## src/rtl/vscale_hasti_arbiter_pkg.sv

```systemverilog
// Shared HASTI widths, transfer codes and arbiter owner encodings for the
// two-master HASTI arbiter and its hold registers.
package vscale_hasti_arbiter_pkg;

  localparam int HASTI_ADDR_WIDTH  = 32;
  localparam int HASTI_SIZE_WIDTH  = 3;
  localparam int HASTI_BURST_WIDTH = 3;
  localparam int HASTI_PROT_WIDTH  = 4;
  localparam int HASTI_TRANS_WIDTH = 2;
  localparam int HASTI_BUS_WIDTH   = 32;
  localparam int HASTI_RESP_WIDTH  = 1;

  localparam logic [HASTI_TRANS_WIDTH-1:0] HASTI_TRANS_IDLE   = 2'b00;
  localparam logic [HASTI_TRANS_WIDTH-1:0] HASTI_TRANS_BUSY   = 2'b01;
  localparam logic [HASTI_TRANS_WIDTH-1:0] HASTI_TRANS_NONSEQ = 2'b10;
  localparam logic [HASTI_TRANS_WIDTH-1:0] HASTI_TRANS_SEQ    = 2'b11;

  localparam logic [HASTI_RESP_WIDTH-1:0] HASTI_RESP_OKAY  = 1'b0;
  localparam logic [HASTI_RESP_WIDTH-1:0] HASTI_RESP_ERROR = 1'b1;

  localparam int ARB_OWNER_WIDTH = 2;
  localparam logic [ARB_OWNER_WIDTH-1:0] ARB_OWNER_NONE = 2'd0;
  localparam logic [ARB_OWNER_WIDTH-1:0] ARB_OWNER_M0   = 2'd1;
  localparam logic [ARB_OWNER_WIDTH-1:0] ARB_OWNER_M1   = 2'd2;

  // One complete address phase as presented by a master.
  typedef struct packed {
    logic [HASTI_ADDR_WIDTH-1:0]  haddr;
    logic                         hwrite;
    logic [HASTI_SIZE_WIDTH-1:0]  hsize;
    logic [HASTI_BURST_WIDTH-1:0] hburst;
    logic                         hmastlock;
    logic [HASTI_PROT_WIDTH-1:0]  hprot;
    logic [HASTI_TRANS_WIDTH-1:0] htrans;
  } hasti_aphase_t;

  function automatic logic is_live(input logic [HASTI_TRANS_WIDTH-1:0] htrans);
    return htrans[1];
  endfunction

endpackage

```

## src/rtl/vscale_hasti_arbiter_hold_reg.sv

```systemverilog
// Per-master hold register: keeps one captured address phase plus a valid
// flag until the arbiter replays it to the slave.
module vscale_hasti_hold_reg
  import vscale_hasti_arbiter_pkg::*;
(
  input  logic          hclk,
  input  logic          hresetn,
  input  logic          i_capture,
  input  logic          i_clear,
  input  hasti_aphase_t i_aphase,
  output logic          o_valid,
  output hasti_aphase_t o_aphase
);

  logic          r_valid;
  hasti_aphase_t r_aphase;

  always_ff @(posedge hclk or negedge hresetn) begin
    if (!hresetn) begin
      r_valid <= 1'b0;
    end else if (i_capture) begin
      r_valid <= 1'b1;
    end else if (i_clear) begin
      r_valid <= 1'b0;
    end
  end

  // Payload is qualified by r_valid, so it needs no reset.
  always_ff @(posedge hclk) begin
    if (i_capture) begin
      r_aphase <= i_aphase;
    end
  end

  assign o_valid  = r_valid;
  assign o_aphase = r_aphase;

endmodule

```

## src/rtl/vscale_hasti_arbiter.sv

```systemverilog
// Two-master (m0 = dmem, m1 = imem) to one-slave HASTI arbiter with replay of
// losing address phases. Define VSCALE_HASTI_ARB_RR_EN for round-robin grants.
module vscale_hasti_arbiter
  import vscale_hasti_arbiter_pkg::*;
(
  input  logic                         hclk,
  input  logic                         hresetn,

  input  logic [HASTI_ADDR_WIDTH-1:0]  m0_haddr,
  input  logic                         m0_hwrite,
  input  logic [HASTI_SIZE_WIDTH-1:0]  m0_hsize,
  input  logic [HASTI_BURST_WIDTH-1:0] m0_hburst,
  input  logic                         m0_hmastlock,
  input  logic [HASTI_PROT_WIDTH-1:0]  m0_hprot,
  input  logic [HASTI_TRANS_WIDTH-1:0] m0_htrans,
  input  logic [HASTI_BUS_WIDTH-1:0]   m0_hwdata,
  output logic [HASTI_BUS_WIDTH-1:0]   m0_hrdata,
  output logic                         m0_hready,
  output logic [HASTI_RESP_WIDTH-1:0]  m0_hresp,

  input  logic [HASTI_ADDR_WIDTH-1:0]  m1_haddr,
  input  logic                         m1_hwrite,
  input  logic [HASTI_SIZE_WIDTH-1:0]  m1_hsize,
  input  logic [HASTI_BURST_WIDTH-1:0] m1_hburst,
  input  logic                         m1_hmastlock,
  input  logic [HASTI_PROT_WIDTH-1:0]  m1_hprot,
  input  logic [HASTI_TRANS_WIDTH-1:0] m1_htrans,
  input  logic [HASTI_BUS_WIDTH-1:0]   m1_hwdata,
  output logic [HASTI_BUS_WIDTH-1:0]   m1_hrdata,
  output logic                         m1_hready,
  output logic [HASTI_RESP_WIDTH-1:0]  m1_hresp,

  output logic [HASTI_ADDR_WIDTH-1:0]  s_haddr,
  output logic                         s_hwrite,
  output logic [HASTI_SIZE_WIDTH-1:0]  s_hsize,
  output logic [HASTI_BURST_WIDTH-1:0] s_hburst,
  output logic                         s_hmastlock,
  output logic [HASTI_PROT_WIDTH-1:0]  s_hprot,
  output logic [HASTI_TRANS_WIDTH-1:0] s_htrans,
  output logic [HASTI_BUS_WIDTH-1:0]   s_hwdata,
  input  logic [HASTI_BUS_WIDTH-1:0]   s_hrdata,
  input  logic                         s_hready,
  input  logic [HASTI_RESP_WIDTH-1:0]  s_hresp
);

  logic [ARB_OWNER_WIDTH-1:0] r_owner;
  logic [ARB_OWNER_WIDTH-1:0] r_gnt_q;
  logic                       r_lock;
`ifdef VSCALE_HASTI_ARB_RR_EN
  logic [ARB_OWNER_WIDTH-1:0] r_last;
`endif

  hasti_aphase_t              w_m0_live_ap, w_m1_live_ap;
  hasti_aphase_t              w_m0_hold_ap, w_m1_hold_ap;
  hasti_aphase_t              w_m0_src_ap,  w_m1_src_ap;
  hasti_aphase_t              w_s_ap;
  logic                       w_m0_pend, w_m1_pend;
  logic                       w_m0_live, w_m1_live;
  logic                       w_m0_hready, w_m1_hready;
  logic                       w_m0_req, w_m1_req;
  logic                       w_m0_acc, w_m1_acc;
  logic                       w_m0_capture, w_m1_capture;
  logic                       w_m0_clear, w_m1_clear;
  logic                       w_req_any;
  logic [ARB_OWNER_WIDTH-1:0] w_gnt;

  assign w_m0_live_ap = '{haddr: m0_haddr, hwrite: m0_hwrite, hsize: m0_hsize,
                          hburst: m0_hburst, hmastlock: m0_hmastlock,
                          hprot: m0_hprot, htrans: m0_htrans};
  assign w_m1_live_ap = '{haddr: m1_haddr, hwrite: m1_hwrite, hsize: m1_hsize,
                          hburst: m1_hburst, hmastlock: m1_hmastlock,
                          hprot: m1_hprot, htrans: m1_htrans};

  assign w_m0_live = is_live(m0_htrans);
  assign w_m1_live = is_live(m1_htrans);

  // A master with a pending replay is stalled until it owns the data phase.
  assign w_m0_hready = (r_owner == ARB_OWNER_M0) ? s_hready : ~w_m0_pend;
  assign w_m1_hready = (r_owner == ARB_OWNER_M1) ? s_hready : ~w_m1_pend;

  assign m0_hready = w_m0_hready;
  assign m1_hready = w_m1_hready;
  assign m0_hresp  = (r_owner == ARB_OWNER_M0) ? s_hresp : HASTI_RESP_OKAY;
  assign m1_hresp  = (r_owner == ARB_OWNER_M1) ? s_hresp : HASTI_RESP_OKAY;
  assign m0_hrdata = s_hrdata;
  assign m1_hrdata = s_hrdata;

  assign w_m0_req = w_m0_pend | (w_m0_live & w_m0_hready);
  assign w_m1_req = w_m1_pend | (w_m1_live & w_m1_hready);

  assign w_m0_src_ap = w_m0_pend ? w_m0_hold_ap : w_m0_live_ap;
  assign w_m1_src_ap = w_m1_pend ? w_m1_hold_ap : w_m1_live_ap;

  always_comb begin
    w_gnt = ARB_OWNER_NONE;
    if (r_lock) begin
      w_gnt = r_gnt_q;
    end else begin
`ifdef VSCALE_HASTI_ARB_RR_EN
      if (w_m0_req && w_m1_req) begin
        w_gnt = (r_last == ARB_OWNER_M0) ? ARB_OWNER_M1 : ARB_OWNER_M0;
      end else if (w_m0_req) begin
        w_gnt = ARB_OWNER_M0;
      end else if (w_m1_req) begin
        w_gnt = ARB_OWNER_M1;
      end
`else
      if (w_m0_req) begin
        w_gnt = ARB_OWNER_M0;
      end else if (w_m1_req) begin
        w_gnt = ARB_OWNER_M1;
      end
`endif
    end
  end

  assign w_req_any = (w_gnt != ARB_OWNER_NONE);

  always_comb begin
    w_s_ap = '0;
    if (w_gnt == ARB_OWNER_M0) begin
      w_s_ap = w_m0_src_ap;
    end else if (w_gnt == ARB_OWNER_M1) begin
      w_s_ap = w_m1_src_ap;
    end
  end

  assign s_haddr     = w_s_ap.haddr;
  assign s_hwrite    = w_s_ap.hwrite;
  assign s_hsize     = w_s_ap.hsize;
  assign s_hburst    = w_s_ap.hburst;
  assign s_hmastlock = w_s_ap.hmastlock;
  assign s_hprot     = w_s_ap.hprot;
  assign s_htrans    = w_s_ap.htrans;

  always_comb begin
    s_hwdata = '0;
    if (r_owner == ARB_OWNER_M0) begin
      s_hwdata = m0_hwdata;
    end else if (r_owner == ARB_OWNER_M1) begin
      s_hwdata = m1_hwdata;
    end
  end

  // An address the master believes accepted but the slave did not take is
  // parked in the hold register and replayed later.
  assign w_m0_acc     = (w_gnt == ARB_OWNER_M0) & s_hready;
  assign w_m1_acc     = (w_gnt == ARB_OWNER_M1) & s_hready;
  assign w_m0_capture = w_m0_live & w_m0_hready & ~w_m0_acc;
  assign w_m1_capture = w_m1_live & w_m1_hready & ~w_m1_acc;
  assign w_m0_clear   = w_m0_pend & w_m0_acc;
  assign w_m1_clear   = w_m1_pend & w_m1_acc;

  vscale_hasti_hold_reg u_hold_m0 (
    .hclk      (hclk),
    .hresetn   (hresetn),
    .i_capture (w_m0_capture),
    .i_clear   (w_m0_clear),
    .i_aphase  (w_m0_live_ap),
    .o_valid   (w_m0_pend),
    .o_aphase  (w_m0_hold_ap)
  );

  vscale_hasti_hold_reg u_hold_m1 (
    .hclk      (hclk),
    .hresetn   (hresetn),
    .i_capture (w_m1_capture),
    .i_clear   (w_m1_clear),
    .i_aphase  (w_m1_live_ap),
    .o_valid   (w_m1_pend),
    .o_aphase  (w_m1_hold_ap)
  );

  // Lock freezes the grant while the slave stalls so its address stays stable.
  always_ff @(posedge hclk or negedge hresetn) begin
    if (!hresetn) begin
      r_owner <= ARB_OWNER_NONE;
      r_lock  <= 1'b0;
      r_gnt_q <= ARB_OWNER_M0;
    end else if (s_hready) begin
      r_owner <= w_gnt;
      r_lock  <= 1'b0;
    end else if (w_req_any) begin
      r_lock  <= 1'b1;
      r_gnt_q <= w_gnt;
    end
  end

`ifdef VSCALE_HASTI_ARB_RR_EN
  always_ff @(posedge hclk or negedge hresetn) begin
    if (!hresetn) begin
      r_last <= ARB_OWNER_M1;
    end else if (s_hready && w_req_any) begin
      r_last <= w_gnt;
    end
  end
`endif

endmodule
```

## config.mk

```make
export PLATFORM = sky130hd
export DESIGN_NAME = vscale_hasti_arbiter
export DESIGN_NICKNAME = d
export VERILOG_FILES = /design/src/rtl/vscale_hasti_arbiter_pkg.sv /design/src/rtl/vscale_hasti_arbiter_hold_reg.sv /design/src/rtl/vscale_hasti_arbiter.sv
export SDC_FILE = /design/constraint.sdc
export NUM_CORES = 1
export LEC_CHECK = 0
export ABC_AREA = 0
export ABC_CLOCK_PERIOD_IN_PS = 10100
export BUFFER_PORTS_ARGS = -buffer_cell sky130_fd_sc_hd__buf_2
export CAP_MARGIN = 0
export CORE_MARGIN = 4
export CORE_UTILIZATION = 34
export CTS_BUF_LIST = sky130_fd_sc_hd__clkbuf_16
export CTS_CLUSTER_SIZE = 8
export DETAILED_ROUTE_END_ITERATION = 6
export PLACE_DENSITY = 0.67
export SETUP_SLACK_MARGIN = 0.15
export SYNTH_ARGS = -nofsm -noshare
export SYNTH_HDL_FRONTEND = slang
export SYNTH_SLANG_ARGS = --single-unit
```

## constraint.sdc

```tcl
create_clock -name hclk -period 10.1 [get_ports hclk]
set_clock_uncertainty 0.05 [all_clocks]
set_input_delay 1.515 -clock hclk [delete_from_list [all_inputs] [get_ports hclk]]
set_output_delay 1.515 -clock hclk [all_outputs]
set_load 0.02 [all_outputs]
```

==> results by group <==
Setup path
  – CP Class: in2out
  – Reg2Reg Depth: 6
  – R2R Setup Slk: 6600 ps
  – Nature of the critical path startpoint: primary input
  – R2R Path End: u_hold_m1.o_aphase[23]$_DFFE_PP_
  – Reg-to-Reg Start: u_hold_m0.o_valid$_DFFE_PN0P_
  – CP Capture Type: output port
  – CP Data Required Time: approximately 8500 ps
  – Crit-path max FO: 27
  – Critical path data arrival time: 3730 ps

STA
  – Max-slew violations: 0
  – Setup repair after global routing missed its margin: no
  – Least-Margin Pin Slew: 1170 ps
  – Fin crit share: 0.525
  – Period minus WS final: roughly 5300 ps
  – Setup TNS: 0 ps
  – Final setup violating endpoints: 0
  – Hold Fails Final Rpt: 0
  – Max Freq: approximately 190 MHz
  – Rel. slew slack: 0.215

Hold path
  – Worst hold endpoint: r_gnt_q[0]$_DFFE_PN1P_
  – Hold path cells: 2
  – Min-delay src: r_gnt_q[0]$_DFFE_PN1P_
  – Hold Crit Class: reg2reg

Detailed routing
  – Drt pass-1 iters: 5
  – Post-DR wirelength/cell: between 20 and 25 um
  – Via density: between 5 and 6
  – DR DRC count: 0
  – Final wirelength: around 17000 um
  – Post-route ant nets: 0
  – Vias after detailed routing: ~4000
  – Iteration-0 DRC Markers: 170

Finish
  – Layout net count: around 760
  – Fillers: 1518
  – Storage element area: a little under 3000 um2
  – Area Overhead vs Synth: 21.3%
  – Multi-input logic area: between 2000 and 2500 um2
  – Share of layout cells above drive strength 1: 0.552
  – Post-route cell area: 6840 um2

Yosys
  – Synthesized area: 5640 um2
  – Number of flops mapped to enable cells by yosys: 92
  – Post-synth top cells: edfxtp_1, mux2i_1, buf_4, o22ai_2, a22o_1
  – Synth Flop Type: edfxtp_1
  – Post-synth top area cell: edfxtp_1
  – Post-synthesis register bit count: around 100
  – Register area share after synthesis: 0.521
  – Yosys warnings: 0
  – Largest cells by area after synthesis: edfxtp_1, mux2i_1, o22ai_2
  – Mean Syn Cell Area: 13.9 um2
  – Post-Syn Instances: 406
  – Cell variety after synth: 32
  – Syn nets: approximately 600
  – Top-area cell type share of the netlist area: 0.490
  – Ys async rst share: 0.0707

Global routing
  – Vias in the first global route: ~4300
  – Global routing met2 resource utilization: 0.310
  – Initial antenna violation count: 2
  – Total track usage: 0.174
  – GR Util met1: 0.187
  – Met3 usage: 0.0467
  – Most used routing layer in global routing: met2
  – Largest net degree at the start of global routing: 51
  – GRT overflow: 0
  – Global-route wire length before repair: about 24000 um

Pwr
  – Power per cell area: ~210 nW/um2
  – Peak supply drop: 0.131 mV
  – Pleak: just over 3 nW

Clock network
  – Root buffer cell: clkbuf_16
  – Clk slew on worst S/H paths: 80 ps
  – CTS H-Tree Depth: 3
  – Post-CTS Resized: 0
  – Setup Buffers After CTS: 0
  – Worst-case clock buffer depth: 2
  – Clk sinks: 99
  – Skew-Pair Late Insertion Delay: ~350 ps
  – TritonCTS clock tree: built
  – CTS buffer count: 9
  – Hold Buf Count CTS: 0

Floorplan
  – Die ar.: between 15000 and 20000 um2
  – IO Pins: 338
  – Core ar.: 16100 um2
  – Starting Density: 0.351
  – Row count: 46
  – Chip height: around 140 um
  – Die width: approximately 140 um

Placement
  – Placer Congestion: around 0.90
  – I/O Buffers: 241
  – Dpl hpwl: approximately 13000 um
  – DP Area: roughly 6500 um2

Flow run
  – Max cap viols: 0

Status
  – Status: finished clean
[sequential cells by signal, summed over array words and instances, names as in the netlist]
register / count
r_gnt_q: 2
u_hold_m0.o_aphase: 46
u_hold_m1.o_aphase: 46
u_hold_m1.o_valid: 1
u_hold_m0.o_valid: 1
r_lock: 1
r_owner: 2
[layout make-up]
type / count / share of cell area
sequential: 99 / 0.430
multi-input combinational: 210 / 0.299
timing repair buffer: 249 / 0.185
tap: 216 / 0.0395
clock buffer: 9 / 0.0329
clock inverter: 7 / 0.0117
inverter: 2 / 0.00110
antenna: 2 / 0.000732
[kinds of logic after synthesis]
kind of cell	after synthesis	synth area share
AO/OA/AOI/OAI	101	0.173
flip-flops	99	0.521
buffers and inverters	97	0.124
multiplexers	93	0.165
AND/OR/NAND/NOR	16	0.0160
[metrics by stage]
stage	setup slack, ps	utilization	cells	power (W)	hold slack (ps)
2_1_floorplan	3950	-	406	0.000975	422
3_5_place_dp	4790	0.407	776	0.00113	459
5_1_grt	4580	0.426	794	0.00153	503
6_report	4800	0.426	794	0.00146	464
4_1_cts	4780	0.426	792	0.00148	468
3_3_place_gp	4930	0.407	776	0.00111	440
[worst max-delay path by stage]
stage	from	end	depth (start not counted)
after floorplan	s_hready	u_hold_m1.o_aphase[0]$_DFFE_PP_	5
after global placement	s_hready	s_hprot[3]	7
after detailed placement	s_hready	s_hprot[3]	7
after CTS	s_hready	s_hprot[3]	7
after global routing	s_hready	s_hprot[3]	7
final	s_hready	s_haddr[31]	7
[critical path, cell delays in order]
cell and delay [ps]:
buf_2 310, nor3b_2 100, o21ai_2 260, o22a_2 670, buf_4 500, o22ai_1 160
buf_2 190
[per-layer routing]
metal / share of wire / routed length [um]
met4: 0.043 / 710
met1: 0.35 / 5830
met2: 0.54 / 8900
met3: 0.071 / 1170
met5: 0 / 0
[power breakdown]
group	switching [W]	internal (W)	total, W
logic	0.000365	0.000220	0.000584
registers	0.0000190	0.000502	0.000521
clock network	0.000175	0.000177	0.000352
total	0.000559	0.000899	0.00146
[cell usage in the layout (no fill, tap or decap), drive strengths merged]
master	instances
buf	249
mux2i	92
edfxtp	92
o22ai	46
a22o	32
clkbuf	9
o21ai	8
a21oi	7
dfrtp	6
inv	5
nor2	4
nand2	4
clkinv	3
diode	2
nor2b	2
a221oi	2
and2	2
nor3b	1
o2bb2ai	1
o22a	1
nand2b	1
or3b	1
or2b	1
a21boi	1
mux2	1
o211ai	1
o21a	1
o21ba	1
clkinvlp	1
dfstp	1
Power figures use the tool's default switching activity.
